$ cat src/rtl/button_led_ctrl_if.sv
// -----------------------------------------------------------------------------
// button_led_ctrl_if
// Bundles the per-channel button/LED signals of button_led_ctrl.
//   but   : raw asynchronous button levels, 1 = pressed (driven by master)
//   mode  : per-channel mode, 0 = follow, 1 = toggle (driven by master)
//   led   : LED drive, 1 = on (driven by slave)
//   press : one-cycle strobe per accepted debounced press (driven by slave)
// The controller itself connects through the slave modport.
// -----------------------------------------------------------------------------
interface button_led_ctrl_if #(
    parameter int CHANNELS = 4
);
    logic [CHANNELS-1:0] but;
    logic [CHANNELS-1:0] mode;
    logic [CHANNELS-1:0] led;
    logic [CHANNELS-1:0] press;

    modport master (
        output but,
        output mode,
        input  led,
        input  press
    );

    modport slave (
        input  but,
        input  mode,
        output led,
        output press
    );
endinterface

$ cat src/rtl/button_led_ctrl.sv
// -----------------------------------------------------------------------------
// button_led_ctrl
// Multi-channel button-to-LED controller. Each channel synchronises its raw
// button through two flops, debounces the synchronised level with a counter
// that must see DEBOUNCE_CYCLES consecutive differing samples, and drives its
// LED either as a copy of the debounced level (follow) or from a toggle bit
// that flips on every accepted press (toggle).
// Ports:
//   clk : system clock, all state on the rising edge
//   rst : synchronous active-high reset
//   bus : button_led_ctrl_if slave modport (but, mode in; led, press out)
// -----------------------------------------------------------------------------
module button_led_ctrl #(
    parameter int CHANNELS        = 4,
    parameter int DEBOUNCE_CYCLES = 50000
) (
    input  logic                clk,
    input  logic                rst,
    button_led_ctrl_if.slave    bus
);
    localparam int CNT_W = $clog2(DEBOUNCE_CYCLES);
    localparam logic [CNT_W-1:0] CNT_MAX = CNT_W'(DEBOUNCE_CYCLES - 1);
    localparam logic [CNT_W-1:0] CNT_ZERO = {CNT_W{1'b0}};
    localparam logic [CNT_W-1:0] CNT_ONE  = CNT_W'(1);

    logic [CHANNELS-1:0] s1_r;
    logic [CHANNELS-1:0] s2_r;
    logic [CHANNELS-1:0] stable_r;
    logic [CHANNELS-1:0] tog_r;
    logic [CHANNELS-1:0] press_r;
    logic [CNT_W-1:0]    cnt_r [CHANNELS];

    logic [CHANNELS-1:0] stable_s;
    logic [CHANNELS-1:0] tog_s;
    logic [CHANNELS-1:0] press_s;
    logic [CNT_W-1:0]    cnt_s [CHANNELS];

    // Two-flop synchroniser for the asynchronous button levels.
    always_ff @(posedge clk) begin
        if (rst) begin
            s1_r <= {CHANNELS{1'b0}};
            s2_r <= {CHANNELS{1'b0}};
        end else begin
            s1_r <= bus.but;
            s2_r <= s1_r;
        end
    end

    // Debounce next-state: count consecutive samples that differ from the
    // accepted level; any agreeing sample drops the count back to zero.
    always_comb begin
        stable_s = stable_r;
        tog_s    = tog_r;
        press_s  = {CHANNELS{1'b0}};
        for (int i = 0; i < CHANNELS; i++) begin
            cnt_s[i] = cnt_r[i];
            if (s2_r[i] == stable_r[i]) begin
                cnt_s[i] = CNT_ZERO;
            end else if (cnt_r[i] >= CNT_MAX) begin
                // Accept: the new level held long enough.
                cnt_s[i]    = CNT_ZERO;
                stable_s[i] = s2_r[i];
                if (s2_r[i]) begin
                    press_s[i] = 1'b1;
                    tog_s[i]   = ~tog_r[i];
                end else begin
                    press_s[i] = 1'b0;
                    tog_s[i]   = tog_r[i];
                end
            end else begin
                cnt_s[i] = cnt_r[i] + CNT_ONE;
            end
        end
    end

    // Debounce state, toggle state and press strobe registers.
    always_ff @(posedge clk) begin
        if (rst) begin
            stable_r <= {CHANNELS{1'b0}};
            tog_r    <= {CHANNELS{1'b0}};
            press_r  <= {CHANNELS{1'b0}};
            for (int i = 0; i < CHANNELS; i++) begin
                cnt_r[i] <= CNT_ZERO;
            end
        end else begin
            stable_r <= stable_s;
            tog_r    <= tog_s;
            press_r  <= press_s;
            for (int i = 0; i < CHANNELS; i++) begin
                cnt_r[i] <= cnt_s[i];
            end
        end
    end

    // The LED is a plain 2:1 mux of registered state so a mode change shows
    // up immediately without disturbing the toggle or debounce state.
    assign bus.led   = (bus.mode & tog_r) | (~bus.mode & stable_r);
    assign bus.press = press_r;

endmodule

$ cat src/flat_wrapper.sv
// flat-port wrapper written by rule: the top's interface ports become plain ports
module button_led_ctrl_flat 
#(
    parameter int CHANNELS        = 4,
    parameter int DEBOUNCE_CYCLES = 50000
)
  (clk, rst, bus_but, bus_mode, bus_led, bus_press);
  button_led_ctrl_if #(.CHANNELS(CHANNELS)) bus_i ();
  input  logic clk;
  input  logic rst;
  input wire logic [$bits(bus_i.but)-1:0] bus_but;
  input wire logic [$bits(bus_i.mode)-1:0] bus_mode;
  output wire logic [$bits(bus_i.led)-1:0] bus_led;
  output wire logic [$bits(bus_i.press)-1:0] bus_press;
  assign bus_i.but = bus_but;
  assign bus_i.mode = bus_mode;
  assign bus_led = bus_i.led;
  assign bus_press = bus_i.press;
  button_led_ctrl #(.CHANNELS(CHANNELS), .DEBOUNCE_CYCLES(DEBOUNCE_CYCLES)) u_core (.clk(clk), .rst(rst), .bus(bus_i));
endmodule
$ cat config.mk
export PLATFORM = sky130hd
export DESIGN_NAME = button_led_ctrl_flat
export DESIGN_NICKNAME = d
export VERILOG_FILES = /design/src/rtl/button_led_ctrl_if.sv /design/src/rtl/button_led_ctrl.sv /design/src/flat_wrapper.sv
export SDC_FILE = /design/constraint.sdc
export NUM_CORES = 1
export LEC_CHECK = 0
export BUFFER_PORTS_ARGS = -buffer_cell sky130_fd_sc_hd__buf_2
export CAP_MARGIN = 20
export CORE_MARGIN = 3
export CORE_UTILIZATION = 65
export DETAILED_ROUTE_END_ITERATION = 8
export PLACE_DENSITY = 0.84
export SETUP_SLACK_MARGIN = 0.02
export SLEW_MARGIN = 25
export SYNTH_ARGS = -nofsm -noshare
export SYNTH_HDL_FRONTEND = slang
export SYNTH_SLANG_ARGS = --single-unit
$ cat constraint.sdc
create_clock -name clk -period 3.4 [get_ports clk]
set_input_delay 0 -clock clk [delete_from_list [all_inputs] [get_ports clk]]
set_output_delay 0 -clock clk [all_outputs]
set_load 0.02 [all_outputs]
======== Word-level counts from Yosys, hierarchy flattened ========
Memories as Yosys holds them, arrays and structs flattened.
Cells that the tools add are included.
operators by class
  reductions and logical operators ........ 12
  magnitude comparators ................... 4
  eq/ne operators ......................... 4
  bitwise logic cells ..................... 20
  muxes and demuxes ....................... 19
  add/subtract/negate cells ............... 4
operator list
  kind                     number
  $mux W16                 12
  $add A16 B1 Y16 const B  4
  $ge A16 B16 Y1 const B   4
  $not A1 Y1               12
  $reduce_and A3 Y1        4
  $reduce_or A3 Y1         4
  $and A4 B4 Y4            2
  $reduce_and A2 Y1        4
  $mux W1                  7
  $eq A1 B1 Y1             4
  $not A4 Y4               1
  $or A1 B1 Y1             4
  $or A4 B4 Y4             1
word-level totals
  register bits after elaboration ......... 20
  RAM bits ................................ 64
  memories ................................ 1
  logic and storage cells ................. 78
  output and inout port bits .............. 8
memory list
  name          depth  width  rd ports  clocked after memory_dff  wr ports  line                   RTL
  u_core.cnt_r  4      16     4         0                         4         button_led_ctrl.sv:31  logic [CNT_W-1:0] cnt_r [CHANNELS];

======== Logic depth before layout (Yosys ltp) ========
Gate-level depths: netlist of run 1.
  depth in word-level cells ............... 4
  gate-level depth with buffers ........... 6

======== Worst setup path after synthesis of run 1 ========
Ideal clock, no wire load.
  path kind ............................... register -> register
  start ................................... mem u_core.cnt_r[0][0] in the netlist's numbering
  end ..................................... reg u_core.tog_r[0]
  library setup time ...................... 121 ps
  path slack .............................. 1668 ps
  stages on the path, launching flop included .. 6
  buffers on the path ..................... 0
  data required time ...................... 3279 ps
  arrival time ............................ 1612 ps
  clock period less this slack ............ 1732 ps
  cells stage by stage .................... dfxtp_1 > ha_1 > and3_2 > o21ai_2 > a2111oi_2 > mux2_2
RTL lines
  what                    line                   RTL
  start: declaration      button_led_ctrl.sv:31
  end signal: assignment  button_led_ctrl.sv:80  tog_r <= {CHANNELS{1'b0}};
  end signal: assignment  button_led_ctrl.sv:87  tog_r <= tog_s;
  end: declaration        button_led_ctrl.sv:29  logic [CHANNELS-1:0] tog_r;

==> out/summary.txt, run 1 <==
Status - finished clean
Post-route ant nets - 0
CP Class - register to register
GRT Total Usage - 20.9%
Fmax - 0.532 GHz
Clk root buf - clkbuf_8
Die width - 83.4 um
Critical path data arrival time - 2.12 ns
Antenna Cells - 0
Synth-to-Final Area Change - 9.26%
Initial antenna violation count - 0
Period utilization - 55.3%
Critical Path RT - 3.63 ns
CTS tree - built
Post-layout nets - 444
Setup TNS - 0 ns
Worst-path fanout max - 4
R2r setup slk - 1.52 ns
Final min period - 1.88 ns
Synth unique cells - 40
Die Area - 0.00695 mm2
Yosys warns - 0
Maxcap violations - 0
Routed via count - 2892
Die height - 83.4 um
CP Capture Type - register
Final GP Congestion - 0.839
Placement row count - 27
Wire per inst - 13.5 um
Mean Syn Cell Area - 9.54 um2
Maximum number of pins on one net before global-route repair - 33
Synth Net Count - 422
Min-delay worst type - input port to register
Clock slew at reported path FFs - 0.09 ns
Iter 0 DRT Violations - 138
Clock sink count - 84
Final Skew - 0.0154 ns
# IOs - 18
Fin. max-slew vios - 0
Gr ovfl total - 0
Hold Vio Cnt, Final - 0
Clk buf depth - 2
Post-Syn Area - 0.00389 mm2
Share of layout cells above drive strength 1 - 20.2%
Worst skew pair latency - 0.35 ns
DRT Pass-1 Iters - 4
Total CTS buffers - 9
Leakage - 0.00136 uW
Seq cells post-synth - 84
RSZ-0062 raised after global routing - false
Worst hold slack - 0.121 ns
Setup Viol. Count Final - 0
IR drop worst, VDD - 396 uV
Hpwl dp - 4.68 mm
Vias per inst - 5.70
CP Launch Type - register
Total wire length - 6.84 mm
Seq/Total Area, Yosys - 43.2%
Vias in the first global route - 2781
Wire length of the first global-routing pass - 12.2 mm
Relative slew slack - 50.2%
CORE AREA - 0.00564 mm2
P per Cell Area - 432 mW/mm2
Starting density of the core - 69.0%
IO buf count - 17
Post-cts gate resize count - 0
Synth Instances - 408
CTS H-tree lvls - 3
Worst Max-Slew Pin Slew - 0.740 ns
Drc violations - 0
critical path: stages (launching register included):
cell,delay [ns]
dfxtp_1,0.39
ha_1,0.21
and3_2,0.26
o21ai_2,0.09
a2111oi_2,0.43
mux2_2,0.38
sequential cells by signal, indices dropped and copies added (netlist names):
name	cells
u_core.cnt_r	64
u_core.bus.press	4
u_core.s1_r	4
u_core.s2_r	4
u_core.stable_r	4
u_core.tog_r	4
where the power goes:
part           internal (uW)  switching, uW
sequential               989           3.60
combinational           15.3           18.8
clock                    455            353
cell usage after synthesis:
cell type,count,share of area (%)
xor2_1,11,2.5
nor2_4,2,0.58
or3_1,2,0.32
a21oi_1,8,1.0
a41oi_1,1,0.23
o211a_1,4,1.0
nor4_1,10,1.6
nand4_2,1,0.32
and3_2,3,0.58
nand2b_1,8,1.3
nor3_1,15,1.9
clkbuf_1,3,0.29
ha_1,4,1.3
o211ai_2,2,0.64
a2111oi_2,4,1.5
nand2_1,17,1.6
buf_6,7,2.0
and4_1,1,0.23
o21ai_2,4,0.90
o31ai_1,2,0.39
dfxtp_1,84,43
nor2b_1,16,2.6
nor4_4,2,1.1
or2_1,1,0.16
a31oi_1,1,0.16
inv_1,18,1.7
nand3_1,19,2.4
mux2_2,8,2.3
xnor2_1,43,9.7
nor2_1,56,5.4
mux2i_1,4,1.0
nor2_2,18,2.9
and4_2,1,0.26
or4_1,2,0.39
nand4_1,13,2.1
and3_1,3,0.48
and3_4,1,0.29
or3_4,3,0.87
o211ai_4,2,1.1
o2111ai_2,4,1.5
per-layer routing:
metal | up-vias | global-route usage (%) | wire (um)
li1 | 1440 | - | -
met1 | 1366 | 26.4 | 3110
met2 | 75 | 34.4 | 3330
met3 | 11 | 5.26 | 301
met4 | 0 | 8.17 | 99
met5 | - | 0 | 0
metrics by stage:
stage | instance area, um2 | total power [uW] | std cells | util, % | worst slack (ns)
finish | 4250 | 1840 | 507 | 75.4 | 1.52
global route | 4250 | 1890 | 507 | 75.4 | 1.41
CTS | 4250 | 1850 | 507 | 75.4 | 1.54
floorplan | 3890 | 1040 | 408 | - | 1.67
detailed placement | 3980 | 1050 | 487 | 70.5 | 1.55
global placement | 3980 | 1040 | 487 | 70.5 | 1.62
final timing paths:
kind | start | end | cells after the start
worst min register to register | u_core.s1_r[3] | u_core.s2_r[3] | 1
worst max register to register | u_core.cnt_r[2][0] | u_core.tog_r[2] | 5
worst min-delay path | rst | u_core.s1_r[1] | 2
worst max-delay path | u_core.cnt_r[2][0] | u_core.tog_r[2] | 5
placed cells by master, fill, tap and decap left out, types with 2 or more instances in the layout:
| cell type | n |
|---|---|
| o211ai_4 | 2 |
| nor4_4 | 2 |
| o2111ai_2 | 4 |
| or4_1 | 2 |
| a21oi_1 | 8 |
| o21ai_2 | 4 |
| a2111oi_2 | 4 |
| and3_1 | 3 |
| o211a_1 | 4 |
| nor4_1 | 10 |
| nand4_1 | 13 |
| o31ai_1 | 2 |
| nor2_4 | 2 |
| nor3_1 | 15 |
| inv_1 | 18 |
| o211ai_2 | 2 |
| or3_4 | 3 |
| xor2_1 | 11 |
| clkinvlp_4 | 2 |
| nand2b_1 | 8 |
| bufinv_16 | 2 |
| xnor2_1 | 43 |
| mux2_2 | 8 |
| dfxtp_1 | 84 |
| mux2i_1 | 4 |
| dlygate4sd3_1 | 4 |
| and3_2 | 3 |
| clkbuf_8 | 11 |
| nand2_1 | 17 |
| buf_2 | 17 |
| ha_1 | 4 |
| nor2b_1 | 16 |
| nand3_1 | 19 |
| nor2_2 | 18 |
| nor2_1 | 56 |
| or3_1 | 2 |
area by class of cell:
class                      count  area [um2]
clock buffer                  11         151
clock inverter                 5        83.8
fill                         390        1390
inverter                      18        67.6
multi-input combinational    296        2050
sequential                    84        1680
tap                           72        90.1
timing repair buffer          21         125
cells by family (layout without fill, tap and decap cells):
kind of cell / after synthesis / after routing / share of synthesized area [%]
flip-flops: 84 / 84 / 43.2
XOR/XNOR: 54 / 54 / 12.2
AND/OR/NAND/NOR: 194 / 194 / 27.4
adder cells (fa/ha/maj): 4 / 4 / 1.29
AO/OA/AOI/OAI: 32 / 32 / 8.55
buffers and inverters: 28 / 55 / 4.05
multiplexers: 12 / 12 / 3.34
what timing repair did:
item                                   CTS  global route
hold buffers                             4             0
buffers inserted                         0             0
endpoints found under the hold margin    4             0
(Power assumes the default switching activity.)
==> run 2, diff against run 1 <==
- CORE_UTILIZATION: 65 -> 55
- PLACE_DENSITY: 0.84 -> 0.75
- clock period: 3.4 -> 1.7 ns (I/O delays scaled with it)
==> run 2 against run 1 <==
  * Utilization shrank 8.2 points
  * Sequential power increased by 100%
  * Total power rose by 92%
  * Clock skew decreased by 0.0073 ns
  * Sequential share of layout area down 2.7 points
  * Critical path depth unchanged
  * Fmax rose by 15%
  * Sequential cell count did not move
  * Clock power is 79% higher
  * Critical path type unchanged
  * Largest cell class unchanged
==> out/summary.txt, run 2 (same netlist as run 1, synthesis figures left out) <==
Relative slew slack - 54.7% (was 50.2%)
Design area - 0.00459 mm2 (was 0.00425 mm2)
Buf+Inv Stages, Crit Path - 0 (unchanged)
DRT Pass-1 Iters - 4 (unchanged)
Drc violations - 0 (unchanged)
GRT Total Usage - 17.7% (was 20.9%)
Critical-path cell list - ha_2 -> and3_4 -> o21ai_2 -> a2111oi_4 -> mux2_2 (was ha_1 -> and3_2 -> o21ai_2 -> a2111oi_2 -> mux2_2)
Final Skew - 0.00811 ns (was 0.0154 ns)
Clock sink count - 84 (unchanged)
Worst path max stage delay - 0.37 ns (was 0.43 ns)
Wire length of the first global-routing pass - 12.0 mm (was 12.2 mm)
Reg with most FFs - u_core.cnt_r (unchanged)
Setup TNS - 0 ns (unchanged)
Gr ovfl total - 0 (unchanged)
CP Launch Type - register (unchanged)
Total wire length - 7.25 mm (was 6.84 mm)
Worst-path fanout max - 3 (was 4)
Min-delay worst type - input port to register (unchanged)
RSZ-0062 raised after global routing - true (was false)
Worst skew pair latency - 0.36 ns (was 0.35 ns)
Final min period - 1.63 ns (was 1.88 ns)
CP Class - register to register (unchanged)
Share of layout cells above drive strength 1 - 27.2% (was 20.2%)
Maxcap violations - 0 (unchanged)
Leakage - 0.00152 uW (was 0.00136 uW)
Status - finished clean (unchanged)
CTS tree - built (unchanged)
Critical path data arrival time - 1.87 ns (was 2.12 ns)
Die width - 90.1 um (was 83.4 um)
Iter 0 DRT Violations - 84 (was 138)
Die height - 90.1 um (was 83.4 um)
Critical Path RT - 1.94 ns (was 3.63 ns)
Placement row count - 30 (was 27)
Worst Max-Slew Pin Slew - 0.678 ns (was 0.740 ns)
Fmax - 0.613 GHz (was 0.532 GHz)
Total Power - 3520 uW (was 1840 uW)
Max reg flops - 64 (unchanged)
Post-route ant nets - 0 (unchanged)
Antenna Cells - 0 (unchanged)
Routed via count - 2983 (was 2892)
IR drop worst, VDD - 437 uV (was 396 uV)
Period utilization - 96.0% (was 55.3%)
Vias per inst - 5.34 (was 5.70)
CORE AREA - 0.00683 mm2 (was 0.00564 mm2)
Hold Vio Cnt, Final - 0 (unchanged)
# IOs - 18 (unchanged)
Clk buf depth - 2 (unchanged)
Initial antenna violation count - 0 (unchanged)
Die Area - 0.00812 mm2 (was 0.00695 mm2)
Crit-path slowest cell - mux2_2 (was a2111oi_2)
CP Capture Type - register (unchanged)
Most frequent cells in the layout - 77 x dfxtp_1, 56 x nor2_1, 43 x xnor2_1 (was 84 x dfxtp_1, 56 x nor2_1, 43 x xnor2_1)
Hpwl dp - 4.76 mm (was 4.68 mm)
Crit-path leading delay family - compound AO/OA/AOI/OAI gates (unchanged)
CTS H-tree lvls - 3 (unchanged)
Fin. max-slew vios - 0 (unchanged)
Maximum number of pins on one net before global-route repair - 33 (unchanged)
Final GP Congestion - 0.813 (was 0.839)
Setup Viol. Count Final - 0 (unchanged)
Clock slew at reported path FFs - 0.08 ns (was 0.09 ns)
IO buf count - 17 (unchanged)
Synth-to-Final Area Change - 17.9% (was 9.26%)
Total CTS buffers - 9 (unchanged)
Wire per inst - 13.0 um (was 13.5 um)
Layout Utilization - 67.2% (was 75.4%)
Clk root buf - clkbuf_8 (unchanged)
Vias in the first global route - 2784 (was 2781)
Commonest non-fill, non-tap cell in the layout - dfxtp_1 (unchanged)
Instance area at placement - 0.00422 mm2 (was 0.00398 mm2)
Starting density of the core - 57.0% (was 69.0%)
Post-layout nets - 472 (was 444)
P per Cell Area - 766 mW/mm2 (was 432 mW/mm2)
-- run 2: cell types whose count changed in the layout (fill, tap and decap cells not counted), moves of 2 or more --
cell / delta
a2111oi_4: +4
mux2_4: +2
clkinv_2: +2
dfxtp_1: -7
a2111oi_2: -4
buf_4: +28
ha_4: +2
and3_4: +3
dfxtp_2: +7
and3_2: -3
mux2_2: -2
ha_1: -4
ha_2: +2
-- run 2: final timing paths --
path / start / end / slack (ns) / cells past startpoint
setup / recovery: u_core.cnt_r[3][1] / u_core.tog_r[3] / 0.07 / 5
hold reg to reg: u_core.s1_r[2] / u_core.s2_r[2] / 0.44 / 1
hold / removal: rst / u_core.s2_r[2] / 0.10 / 2
setup reg to reg: u_core.cnt_r[3][1] / u_core.tog_r[3] / 0.07 / 5
-- run 2: area by class of cell --
cell class | count | area [um2]
Tap cell | 96 | 120
Inverter | 18 | 67.6
Multi-Input combinational cell | 296 | 2170
Timing Repair Buffer | 49 | 335
Sequential cell | 84 | 1690
Fill cell | 554 | 2240
Clock inverter | 4 | 47.5
Clock buffer | 12 | 155
-- run 2: routing by layer --
| layer | vias to the layer above | routed length [um] | global-route usage (%) |
|---|---|---|---|
| met3 | 11 | 279 | 3.93 |
| met4 | 0 | 98 | 8.16 |
| met2 | 54 | 3540 | 29.7 |
| met1 | 1416 | 3330 | 21.7 |
| li1 | 1502 | - | - |
| met5 | - | 0 | 0 |
-- run 2: worst register-to-register path, cell delays in order (launching register included) --
cell and delay, ns:
dfxtp_1 0.34, ha_2 0.20, and3_4 0.20, o21ai_2 0.09, a2111oi_4 0.32, mux2_2 0.37
-- run 2: per-stage QoR --
step	setup slack (ns)	std cells	hold slack (ns)
6_report	0.0686	559	0.102
5_1_grt	0.00344	559	0.123
4_1_cts	0.0280	557	0.0946
3_5_place_dp	0.0320	537	0.217
3_3_place_gp	0.0780	537	0.215
2_1_floorplan	0.0461	408	0.128
-- run 2: what timing repair did --
action / 4_1_cts / 5_1_grt
pin swaps: 0 / 5
resized for setup: 1 / 16
buffers inserted: 0 / 2
setup endpoints to repair: 1 / 16
hold endpoints to repair: 4 / 0
hold buffers: 4 / 0
-- run 2: where the power goes --
group	switching, uW	total (uW)	internal [uW]
Combinational	41.4	76.1	34.7
Clock	700	1450	755
Sequential	7.17	1980	1980
Total	748	3520	2770
==> run 3, diff against run 2 <==
- CAP_MARGIN: 20 -> 5
- GPL_TIMING_DRIVEN: default -> 0
==> run 3 against run 2 <==
  * Via count decreased by 3.1%
  * Worst hold slack gained 0.0019 ns
  * Largest power group unchanged
  * Register-to-register slack worse by 0.05 ns
==> out/summary.txt, run 3 (same netlist as run 1, synthesis figures left out) <==
Initial antenna violation count - 0 (unchanged)
Clk buf depth - 2 (unchanged)
Crit-path slowest cell - dfxtp_4 (was mux2_2)
Placement row count - 30 (unchanged)
FF-to-FF End - u_core.tog_r[3] (unchanged)
Met3 Usage GRT - 4.10% (was 3.93%)
R2R depth - 5 (unchanged)
CP Class - register to register (unchanged)
Clock slew at reported path FFs - 0.08 ns (about the same)
CP Capture Type - register (unchanged)
Wire per inst - 13.2 um (was 13.0 um)
Fin. max-slew vios - 0 (unchanged)
Fmax - 0.595 GHz (was 0.613 GHz)
Die Area - 0.00812 mm2 (unchanged)
CP Launch Point - u_core.cnt_r[3][0] (was u_core.cnt_r[3][1])
Relative slew slack - 56.9% (was 54.7%)
Fillers - 540 (was 554)
CTS tree - built (unchanged)
Met2 Track Usage GR - 29.9% (was 29.7%)
Gr ovfl total - 0 (unchanged)
Starting density of the core - 57.0% (unchanged)
Die width - 90.1 um (unchanged)
Maximum number of pins on one net before global-route repair - 14 (was 33)
IR drop worst, VDD - 466 uV (was 437 uV)
Buf+Inv Stages, Crit Path - 0 (unchanged)
Commonest non-fill, non-tap cell in the layout - dfxtp_1 (unchanged)
Total Power - 3570 uW (was 3520 uW)
Total CTS buffers - 9 (unchanged)
R2r setup slk - 0.02 ns (was 0.07 ns)
Met1 Resource Use GR - 23.9% (was 21.7%)
Worst path max stage delay - 0.37 ns (about the same)
Worst-path fanout max - 5 (was 3)
Final min period - 1.68 ns (was 1.63 ns)
Reg with most FFs - u_core.cnt_r (unchanged)
Finished Layout Cells - 552 (was 559)
FF-to-FF Start - u_core.cnt_r[3][0] (was u_core.cnt_r[3][1])
Synth-to-Final Area Change - 18.4% (was 17.9%)
P per Cell Area - 774 mW/mm2 (was 766 mW/mm2)
Vias per inst - 5.24 (was 5.34)
Antenna Cells - 0 (unchanged)
Period utilization - 98.9% (was 96.0%)
Max reg flops - 64 (unchanged)
Critical-path cell list - ha_2 -> and3_4 -> o21ai_2 -> a2111oi_4 -> mux2_2 (unchanged)
Design area - 0.00461 mm2 (was 0.00459 mm2)
Critical Path RT - 1.94 ns (about the same)
Critical path data arrival time - 1.92 ns (was 1.87 ns)
Most frequent cells in the layout - 73 x dfxtp_1, 56 x nor2_1, 43 x xnor2_1 (was 77 x dfxtp_1, 56 x nor2_1, 43 x xnor2_1)
Area of the multi-input gates - 0.00220 mm2 (was 0.00217 mm2)
Post-route ant nets - 0 (unchanged)
Min-delay worst type - input port to register (unchanged)
Cells after DPL - 521 (was 537)
Leakage - 0.00156 uW (was 0.00152 uW)
DRT Pass-1 Iters - 8 (was 4)
Clock sink count - 84 (unchanged)
CP Capture Point - u_core.tog_r[3] (unchanged)
Post-layout nets - 465 (was 472)
Hpwl dp - 4.70 mm (was 4.76 mm)
# IOs - 18 (unchanged)
Worst setup margin - 0.0191 ns (was 0.0686 ns)
Vias in the first global route - 2778 (was 2784)
Worst Max-Slew Pin Slew - 0.641 ns (was 0.678 ns)
Register area - 0.00171 mm2 (was 0.00169 mm2)
Share of layout cells above drive strength 1 - 26.8% (was 27.2%)
GRT Total Usage - 18.5% (was 17.7%)
Worst hold slack - 0.104 ns (was 0.102 ns)
IO buf count - 17 (unchanged)
Maxcap violations - 0 (unchanged)
Instance area at placement - 0.00412 mm2 (was 0.00422 mm2)
Clk root buf - clkbuf_8 (unchanged)
Post-Place Setup Slack - -0.0766 ns (was 0.0320 ns)
Final GP Congestion - 0.781 (was 0.813)
RSZ-0062 raised after global routing - true (unchanged)
Drc violations - 0 (unchanged)
Wire length of the first global-routing pass - 12.4 mm (was 12.0 mm)
GRT Max-Usage Layer - met2 (unchanged)
CP Launch Type - register (unchanged)
Die height - 90.1 um (unchanged)
CTS H-tree lvls - 3 (unchanged)
Setup Viol. Count Final - 0 (unchanged)
Routed via count - 2892 (was 2983)
Final Skew - 0.00780 ns (was 0.00811 ns)
CORE AREA - 0.00683 mm2 (unchanged)
Worst hold path cell count - 4 (was 2)
Total wire length - 7.30 mm (was 7.25 mm)
Crit-path leading delay family - compound AO/OA/AOI/OAI gates (unchanged)
Worst skew pair latency - 0.35 ns (was 0.36 ns)
Hold Vio Cnt, Final - 0 (unchanged)
Levels on crit path - 5 (unchanged)
Iter 0 DRT Violations - 73 (was 84)
Status - finished clean (unchanged)
-- run 3: changes by cell type in the layout (fill, tap and decap cells not counted), moves of 2 or more --
| cell | delta |
|---|---|
| o21ai_2 | -2 |
| o21ai_4 | +2 |
| dfxtp_1 | -4 |
| nor4_1 | -2 |
| buf_6 | +6 |
| dfxtp_4 | +4 |
| buf_4 | -17 |
| clkbuf_1 | +3 |
| nor4_2 | +2 |
-- run 3: stage by stage --
step | util, % | setup TNS, ns
5_1_grt | 67.5 | -0.269
6_report | 67.5 | 0
3_3_place_gp | 60.3 | -0.105
4_1_cts | 64.9 | -0.0491
2_1_floorplan | - | 0
3_5_place_dp | 60.3 | -0.195
-- run 3: worst min path at each step --
stage                           from                  end  slack, ns
after floorplan           bus_but[0]       u_core.s1_r[0]       0.13
after global routing             rst  u_core.cnt_r[2][15]       0.11
after global placement    bus_but[0]       u_core.s1_r[0]       0.21
final                            rst  u_core.cnt_r[2][13]       0.10
after CTS                        rst  u_core.cnt_r[1][14]       0.09
after detailed placement  bus_but[1]       u_core.s1_r[1]       0.22
-- run 3: per-layer routing --
| layer | vias up | routed length [um] |
|---|---|---|
| met1 | 1349 | 3500 |
| met5 | - | 0 |
| met3 | 15 | 210 |
| met2 | 43 | 3440 |
| met4 | 0 | 152 |
| li1 | 1485 | - |
-- run 3: area by class of cell --
class	instances	share of cell area (%)
multi-input combinational	296	47.8
sequential	84	37.0
timing repair buffer	32	4.51
clock buffer	13	3.66
tap	96	2.61
buffer	10	2.04
inverter	18	1.47
clock inverter	3	0.950
-- run 3: report_power, final --
group | total, uW | switching [uW] | internal [uW]
logic | 86.2 | 44.7 | 41.5
clock network | 1500 | 700 | 801
registers | 1980 | 8.25 | 1970
-- run 3: timing repair --
| action | CTS | global route |
|---|---|---|
| setup endpoints to repair | 5 | 24 |
| endpoints found under the hold margin | 4 | 0 |
| buffers inserted | 2 | 9 |
| hold buffers | 4 | 0 |
| pin swaps | 0 | 10 |
| resized for setup | 9 | 22 |
-- run 3: worst min-delay path, cell delays in order --
cell,delay (ns)
buf_2,0.14
nor2_1,0.09
o211ai_4,0.12
a21oi_1,0.05
